**config.mk**
```make
export PLATFORM = sky130hd
export DESIGN_NAME = systolic_feeder
export DESIGN_NICKNAME = d
export VERILOG_FILES = /design/src/rtl/feeder_pkg.sv /design/src/rtl/skew_bank.sv /design/src/rtl/systolic_feeder.sv
export SDC_FILE = /design/constraint.sdc
export NUM_CORES = 1
export LEC_CHECK = 0
export ABC_AREA = 1
export BUFFER_PORTS_ARGS = -buffer_cell sky130_fd_sc_hd__buf_2
export CORE_UTILIZATION = 45
export CTS_CLUSTER_SIZE = 40
export DETAILED_ROUTE_END_ITERATION = 8
export PLACE_DENSITY_LB_ADDON = 0.12
export SLEW_MARGIN = 10
export SYNTH_ARGS = -nofsm -noshare
export SYNTH_HDL_FRONTEND = slang
export SYNTH_SLANG_ARGS = --single-unit
```
**constraint.sdc**
```tcl
create_clock -name clk -period 2.55 [get_ports clk]
set_clock_uncertainty 0.05 [all_clocks]
set_input_delay 0.51 -clock clk [delete_from_list [all_inputs] [get_ports clk]]
set_output_delay 0.51 -clock clk [all_outputs]
set_load 0.05 [all_outputs]
```
**src/rtl/feeder_pkg.sv**
```systemverilog
`default_nettype none
// ---------------------------------------------------------------------------
// feeder_pkg : shared types and sizing helpers for the systolic operand feeder
// Rev 1.0
// ---------------------------------------------------------------------------
package feeder_pkg;

  typedef enum logic [1:0] {
    IDLE   = 2'd0,
    STREAM = 2'd1,
    DONE   = 2'd2
  } state_e;

  localparam logic BANK_A = 1'b0;
  localparam logic BANK_B = 1'b1;

  function automatic int stream_len(input int n);
    return 3 * n - 2;
  endfunction

  function automatic int step_w(input int len);
    return (len > 1) ? $clog2(len) : 1;
  endfunction

endpackage
`default_nettype wire

```
**src/rtl/skew_bank.sv**
```systemverilog
`default_nettype none
// ---------------------------------------------------------------------------
// skew_bank : N-word operand bank with fill tracking and diagonal lane skew
// Rev 1.0
// ---------------------------------------------------------------------------
module skew_bank
  import feeder_pkg::*;
#(
  parameter int N  = 8,
  parameter int TW = step_w(stream_len(N))
) (
  input  logic          clk,
  input  logic          reset,
  input  logic          clear,
  input  logic          wr_en,
  input  logic [N-1:0]  wr_data,
  input  logic [TW-1:0] step,
  output logic          full,
  output logic [N-1:0]  lanes
);

  localparam int PW = (N > 1) ? $clog2(N) : 1;
  localparam int FW = $clog2(N + 1);

  logic [N-1:0]  mem_q [N];
  logic [N-1:0]  mem_d [N];
  logic [PW-1:0] ptr_q, ptr_d;
  logic [FW-1:0] fill_q, fill_d;

  always_comb begin
    mem_d  = mem_q;
    ptr_d  = ptr_q;
    fill_d = fill_q;
    if (clear) begin
      ptr_d  = '0;
      fill_d = '0;
    end else if (wr_en) begin
      mem_d[ptr_q] = wr_data;
      ptr_d        = (ptr_q == PW'(N - 1)) ? '0 : ptr_q + 1'b1;
      if (fill_q != FW'(N)) fill_d = fill_q + 1'b1;
    end
  end

  always_ff @(posedge clk) begin
    if (reset) begin
      ptr_q  <= '0;
      fill_q <= '0;
    end else begin
      ptr_q  <= ptr_d;
      fill_q <= fill_d;
    end
  end

  // Storage carries no reset; a bank is only read after N fresh writes.
  always_ff @(posedge clk) begin
    mem_q <= mem_d;
  end

  assign full = (fill_q == FW'(N));

  always_comb begin : lane_skew
    int row;
    lanes = '0;
    row   = 0;
    for (int k = 0; k < N; k++) begin
      row = int'(step) - k;
      if (row >= 0 && row < N) lanes[k] = mem_q[row[PW-1:0]][k];
    end
  end

endmodule
`default_nettype wire

```
**src/rtl/systolic_feeder.sv**
```systemverilog
`default_nettype none
// ---------------------------------------------------------------------------
// systolic_feeder : captures banks A/B and streams them skewed into the array
// Rev 1.0
// ---------------------------------------------------------------------------
module systolic_feeder
  import feeder_pkg::*;
#(
  parameter int N          = 8,
  parameter int STREAM_LEN = stream_len(N)
) (
  input  logic         clk,
  input  logic         reset,
  input  logic         load_valid,
  input  logic         load_sel,
  input  logic [N-1:0] load_data,
  input  logic         start,
  output logic         load_ready,
  output logic         busy,
  output logic         done,
  output logic [N-1:0] in1,
  output logic [N-1:0] in2,
  output logic         sys_in_valid
);

  localparam int            TW   = step_w(STREAM_LEN);
  localparam logic [TW-1:0] LAST = TW'(STREAM_LEN - 1);

  state_e        state_q, state_d;
  logic [TW-1:0] step_q, step_d;
  logic          load_ready_q, load_ready_d;
  logic          busy_q, busy_d;
  logic          done_q, done_d;
  logic          valid_q, valid_d;

  logic          full_a, full_b;
  logic [N-1:0]  lanes_a, lanes_b;
  logic          wr_ok, clear_banks;

  assign wr_ok       = load_valid && (state_q == IDLE);
  assign clear_banks = (state_q == DONE);

  skew_bank #(.N(N), .TW(TW)) u_bank_a (
    .clk     (clk),
    .reset   (reset),
    .clear   (clear_banks),
    .wr_en   (wr_ok && (load_sel == BANK_A)),
    .wr_data (load_data),
    .step    (step_q),
    .full    (full_a),
    .lanes   (lanes_a)
  );

  skew_bank #(.N(N), .TW(TW)) u_bank_b (
    .clk     (clk),
    .reset   (reset),
    .clear   (clear_banks),
    .wr_en   (wr_ok && (load_sel == BANK_B)),
    .wr_data (load_data),
    .step    (step_q),
    .full    (full_b),
    .lanes   (lanes_b)
  );

  // Fill flags are the pre-write values, so a same-cycle final write cannot launch.
  always_comb begin
    state_d = state_q;
    step_d  = step_q;
    case (state_q)
      IDLE: begin
        if (start && full_a && full_b) begin
          state_d = STREAM;
          step_d  = '0;
        end
      end
      STREAM: begin
        if (step_q == LAST) begin
          state_d = DONE;
          step_d  = '0;
        end else begin
          step_d = step_q + 1'b1;
        end
      end
      DONE:    state_d = IDLE;
      default: state_d = IDLE;
    endcase
    load_ready_d = (state_d == IDLE);
    busy_d       = (state_d == STREAM);
    done_d       = (state_d == DONE);
    valid_d      = (state_d == STREAM);
  end

  always_ff @(posedge clk) begin
    if (reset) begin
      state_q      <= IDLE;
      step_q       <= '0;
      load_ready_q <= 1'b1;
      busy_q       <= 1'b0;
      done_q       <= 1'b0;
      valid_q      <= 1'b0;
    end else begin
      state_q      <= state_d;
      step_q       <= step_d;
      load_ready_q <= load_ready_d;
      busy_q       <= busy_d;
      done_q       <= done_d;
      valid_q      <= valid_d;
    end
  end

  assign load_ready   = load_ready_q;
  assign busy         = busy_q;
  assign done         = done_q;
  assign sys_in_valid = valid_q;
  assign in1          = valid_q ? lanes_a : '0;
  assign in2          = valid_q ? lanes_b : '0;

endmodule
`default_nettype wire
```
==> impl_metrics.env <==
export IMPL_status="finished clean"
export IMPL_max_clock_buf_depth=2
export IMPL_finalSetupTns_ns=0
export IMPL_critical_path_endpoint_type="output pin"
export IMPL_fin_util_pct=57.55
export IMPL_ys_seq_area_share_pct=62.57
export IMPL_fillers=1263
export IMPL_antenna_violations_before_repair=1
export IMPL_warnings_synthesis=0
export IMPL_met1_usage_pct=31.87
export IMPL_final_hold_worst_slack_ns=0.3307
export IMPL_worst_endpoint_required_ns=1.99
export IMPL_worst_slew_margin_rel_pct=59.77
export IMPL_clkTransAtPathRegs_ns=0.06
export IMPL_syn_cell_area_mm2=0.006910
export IMPL_dpl_hpwl_mm=10.65
export IMPL_finalNonFillerCells=962
export IMPL_vdd_ir_drop_max_uv=433.8
export IMPL_post_route_cells_drive_above_1_share_pct=22.37
export IMPL_drt_pre_antenna_iters=5
export IMPL_layer_carrying_the_most_global_route_usage="met2"
export IMPL_power_mw=5.329
export IMPL_cts_root_buffer_cell="sky130_fd_sc_hd__clkbuf_16"
export IMPL_drt_wirelength_per_cell_um=18.11
export IMPL_grt_first_pass_wirelength_mm=27.16
export IMPL_boundaryPins=33
export IMPL_grt_start_max_net_pins=38
export IMPL_clock_tree_htree_level_count=4
export IMPL_met3_use_gr_pct=4.460
export IMPL_start_util_pct=46.84
export IMPL_dp_worst_setup_slack_ns=0.05265
export IMPL_core_area_mm2=0.01475
export IMPL_worst_slack_ns=0.02895
export IMPL_grt_overflow=0
export IMPL_p_leak_nw=3.243
export IMPL_holdCritPathClass="input port to register"
export IMPL_dr_first_iter_drc_count=334
export IMPL_std_cell_rows=44
export IMPL_layout_nets=799
export IMPL_die_height_um=125.9
export IMPL_cts_tree="built"
export IMPL_post_synth_num_cell_types=28
export IMPL_fp_dieArea_mm2=0.01586
export IMPL_grt_pass1_vias=4965
export IMPL_post_placement_cell_area_mm2=0.007402
export IMPL_final_antenna_net_count=0
export IMPL_die_width_um=125.9
export IMPL_final_cell_area_mm2=0.008491
export IMPL_cts_bufs_inserted=17
export IMPL_routed_via_count=5152
export IMPL_finalCritPeriodShare_pct=98.86
export IMPL_power_density_cell_area_mw_per_mm2=627.7
export IMPL_clk_latency_ns=0.42
export IMPL_overall_routing_resource_usage_pct=23.13
export IMPL_synth_seq_cells=152
export IMPL_drc=0
export IMPL_report_final_setup_viol=0
export IMPL_grtUsageMet2_pct=36.24
export IMPL_max_cap_violations=0
export IMPL_route_detailed_vias_per_inst=5.356
export IMPL_routabilityCongestion=0.8792
export IMPL_area_growth_pct=22.87
export IMPL_clock_sinks=152
export IMPL_syn_instance_count=698
export IMPL_number_of_input_and_output_port_buffers_inserted=32
export IMPL_worst_pin_slew_ns=0.6034
export IMPL_worstSetupStartpointType="register"
export IMPL_register_area_mm2=0.004342
export IMPL_postRouteWirelength_mm=17.43
export IMPL_worstPathArrival_ns=1.96
export IMPL_mean_syn_cell_area_um2=9.900
export IMPL_synth_net_count=732
export IMPL_critPathKind="register to output pin"
export IMPL_period_minus_slack_ns=2.521
export IMPL_fmaxAchievable_ghz=0.3967
export IMPL_area_of_combinational_cells_with_multiple_inputs_mm2=0.002494
export IMPL_final_hold_viol_count=0
export IMPL_antenna_diode_count=0
export IMPL_timing_critical_path_fanout_max=6
export IMPL_unrepaired_setup_endpoints_after_global_routing="yes"
export IMPL_slew_violations=0
export IMPL_post_place_cells=916
layout by cell type (no fill, tap or decap), drive strengths merged, types with 14 or more instances in the layout:
| cell type | n |
|---|---|
| nand2 | 163 |
| nor2 | 139 |
| edfxtp | 128 |
| buf | 74 |
| nand3 | 60 |
| o21ai | 43 |
| inv | 42 |
| dfxtp | 24 |
| ha | 21 |
| clkbuf | 19 |
| a21oi | 18 |
| or2 | 14 |
cell families (layout without fill, tap and decap cells):
kind of cell / count (synthesis) / after routing / share of synthesized area, %
AOI/OAI and AO/OA: 63 / 63 / 4.689
xor gates and xnor gates: 5 / 5 / 0.8512
adders and majority gates: 21 / 21 / 3.802
buffers and inverters: 67 / 147 / 4.852
DFF: 152 / 152 / 62.57
and+or+nand+nor: 390 / 390 / 23.23
path summary, 6_finish.rpt:
check | from | endpoint | slack, ns | cells after the start
max reg2reg | state_q[1]$_SDFF_PP0_ | u_bank_a.mem_q[50]$_DFFE_PP_ | 0.63 | 6
max | step_q[0]$_SDFFE_PP0P_ | in1[3] | 0.03 | 9
min | reset | step_q[4]$_SDFFE_PP0P_ | 0.33 | 2
min reg2reg | u_bank_b.ptr_q[0]$_SDFFE_PP0P_ | u_bank_b.ptr_q[0]$_SDFFE_PP0P_ | 0.45 | 2
state kept, by name, indices dropped and copies added (netlist names):
| name | count |
|---|---|
| u_bank_a.mem_q | 64 |
| u_bank_b.mem_q | 64 |
| step_q | 5 |
| u_bank_a.fill_q | 4 |
| u_bank_b.fill_q | 4 |
| u_bank_a.ptr_q | 3 |
| u_bank_b.ptr_q | 3 |
| state_q | 2 |
| done | 1 |
| load_ready | 1 |
| sys_in_valid | 1 |
cells in the mapped netlist (all sizes together):
library cell	n	area [um^2]
a21oi	18	93.84
buf	26	181.4
nor2	139	524.3
nand3	60	310.3
nand2	163	611.8
or2	14	87.58
nor3	13	65.06
edfxtp	128	3844
o211ai	2	15.01
inv	40	150.2
dfxtp	24	480.5
o21ai	43	215.2
nand4	1	6.260
ha	21	262.8
xor2	3	33.79
xnor2	2	25.03
clkbuf	1	3.750
routing by layer:
metal | wire length, um | up-vias
met3 | 988 | 24
met4 | 316 | 2
li1 | - | 2465
met2 | 8164 | 156
met1 | 7945 | 2505
met5 | 10 | -
cell type report:
cell class	count	share of cell area, %
Tap cell	184	2.711
Timing Repair Buffer	75	7.899
Clock buffer	18	5.055
Inverter	40	2.078
Multi-Input combinational cell	479	29.37
Clock inverter	14	1.754
Sequential cell	152	51.13
where the power goes:
| group | internal [mW] | total, mW | switching [mW] |
|---|---|---|---|
| combinational | 0.0366 | 0.135 | 0.0981 |
| clock | 1.44 | 2.45 | 1.00 |
| sequential | 2.73 | 2.75 | 0.0180 |
| total | 4.21 | 5.33 | 1.12 |
worst max-delay path, cell delays in order (launching register included):
cell                      delay [ns]
sky130_fd_sc_hd__dfxtp_4        0.43
sky130_fd_sc_hd__inv_6          0.06
sky130_fd_sc_hd__ha_4           0.25
sky130_fd_sc_hd__buf_6          0.14
sky130_fd_sc_hd__nor2_2         0.09
sky130_fd_sc_hd__o21ai_0        0.09
sky130_fd_sc_hd__nand3_1        0.11
sky130_fd_sc_hd__nand2_1        0.07
sky130_fd_sc_hd__nor2_2         0.13
sky130_fd_sc_hd__buf_6          0.17
timing repair:
action,4_1_cts,5_1_grt
endpoints found under the setup margin,14,16
pin swaps,7,15
buffers inserted,5,8
gates resized for setup,54,61
gates cloned,1,1
hold buffers,0,0
Power figures use the tool's default switching activity.
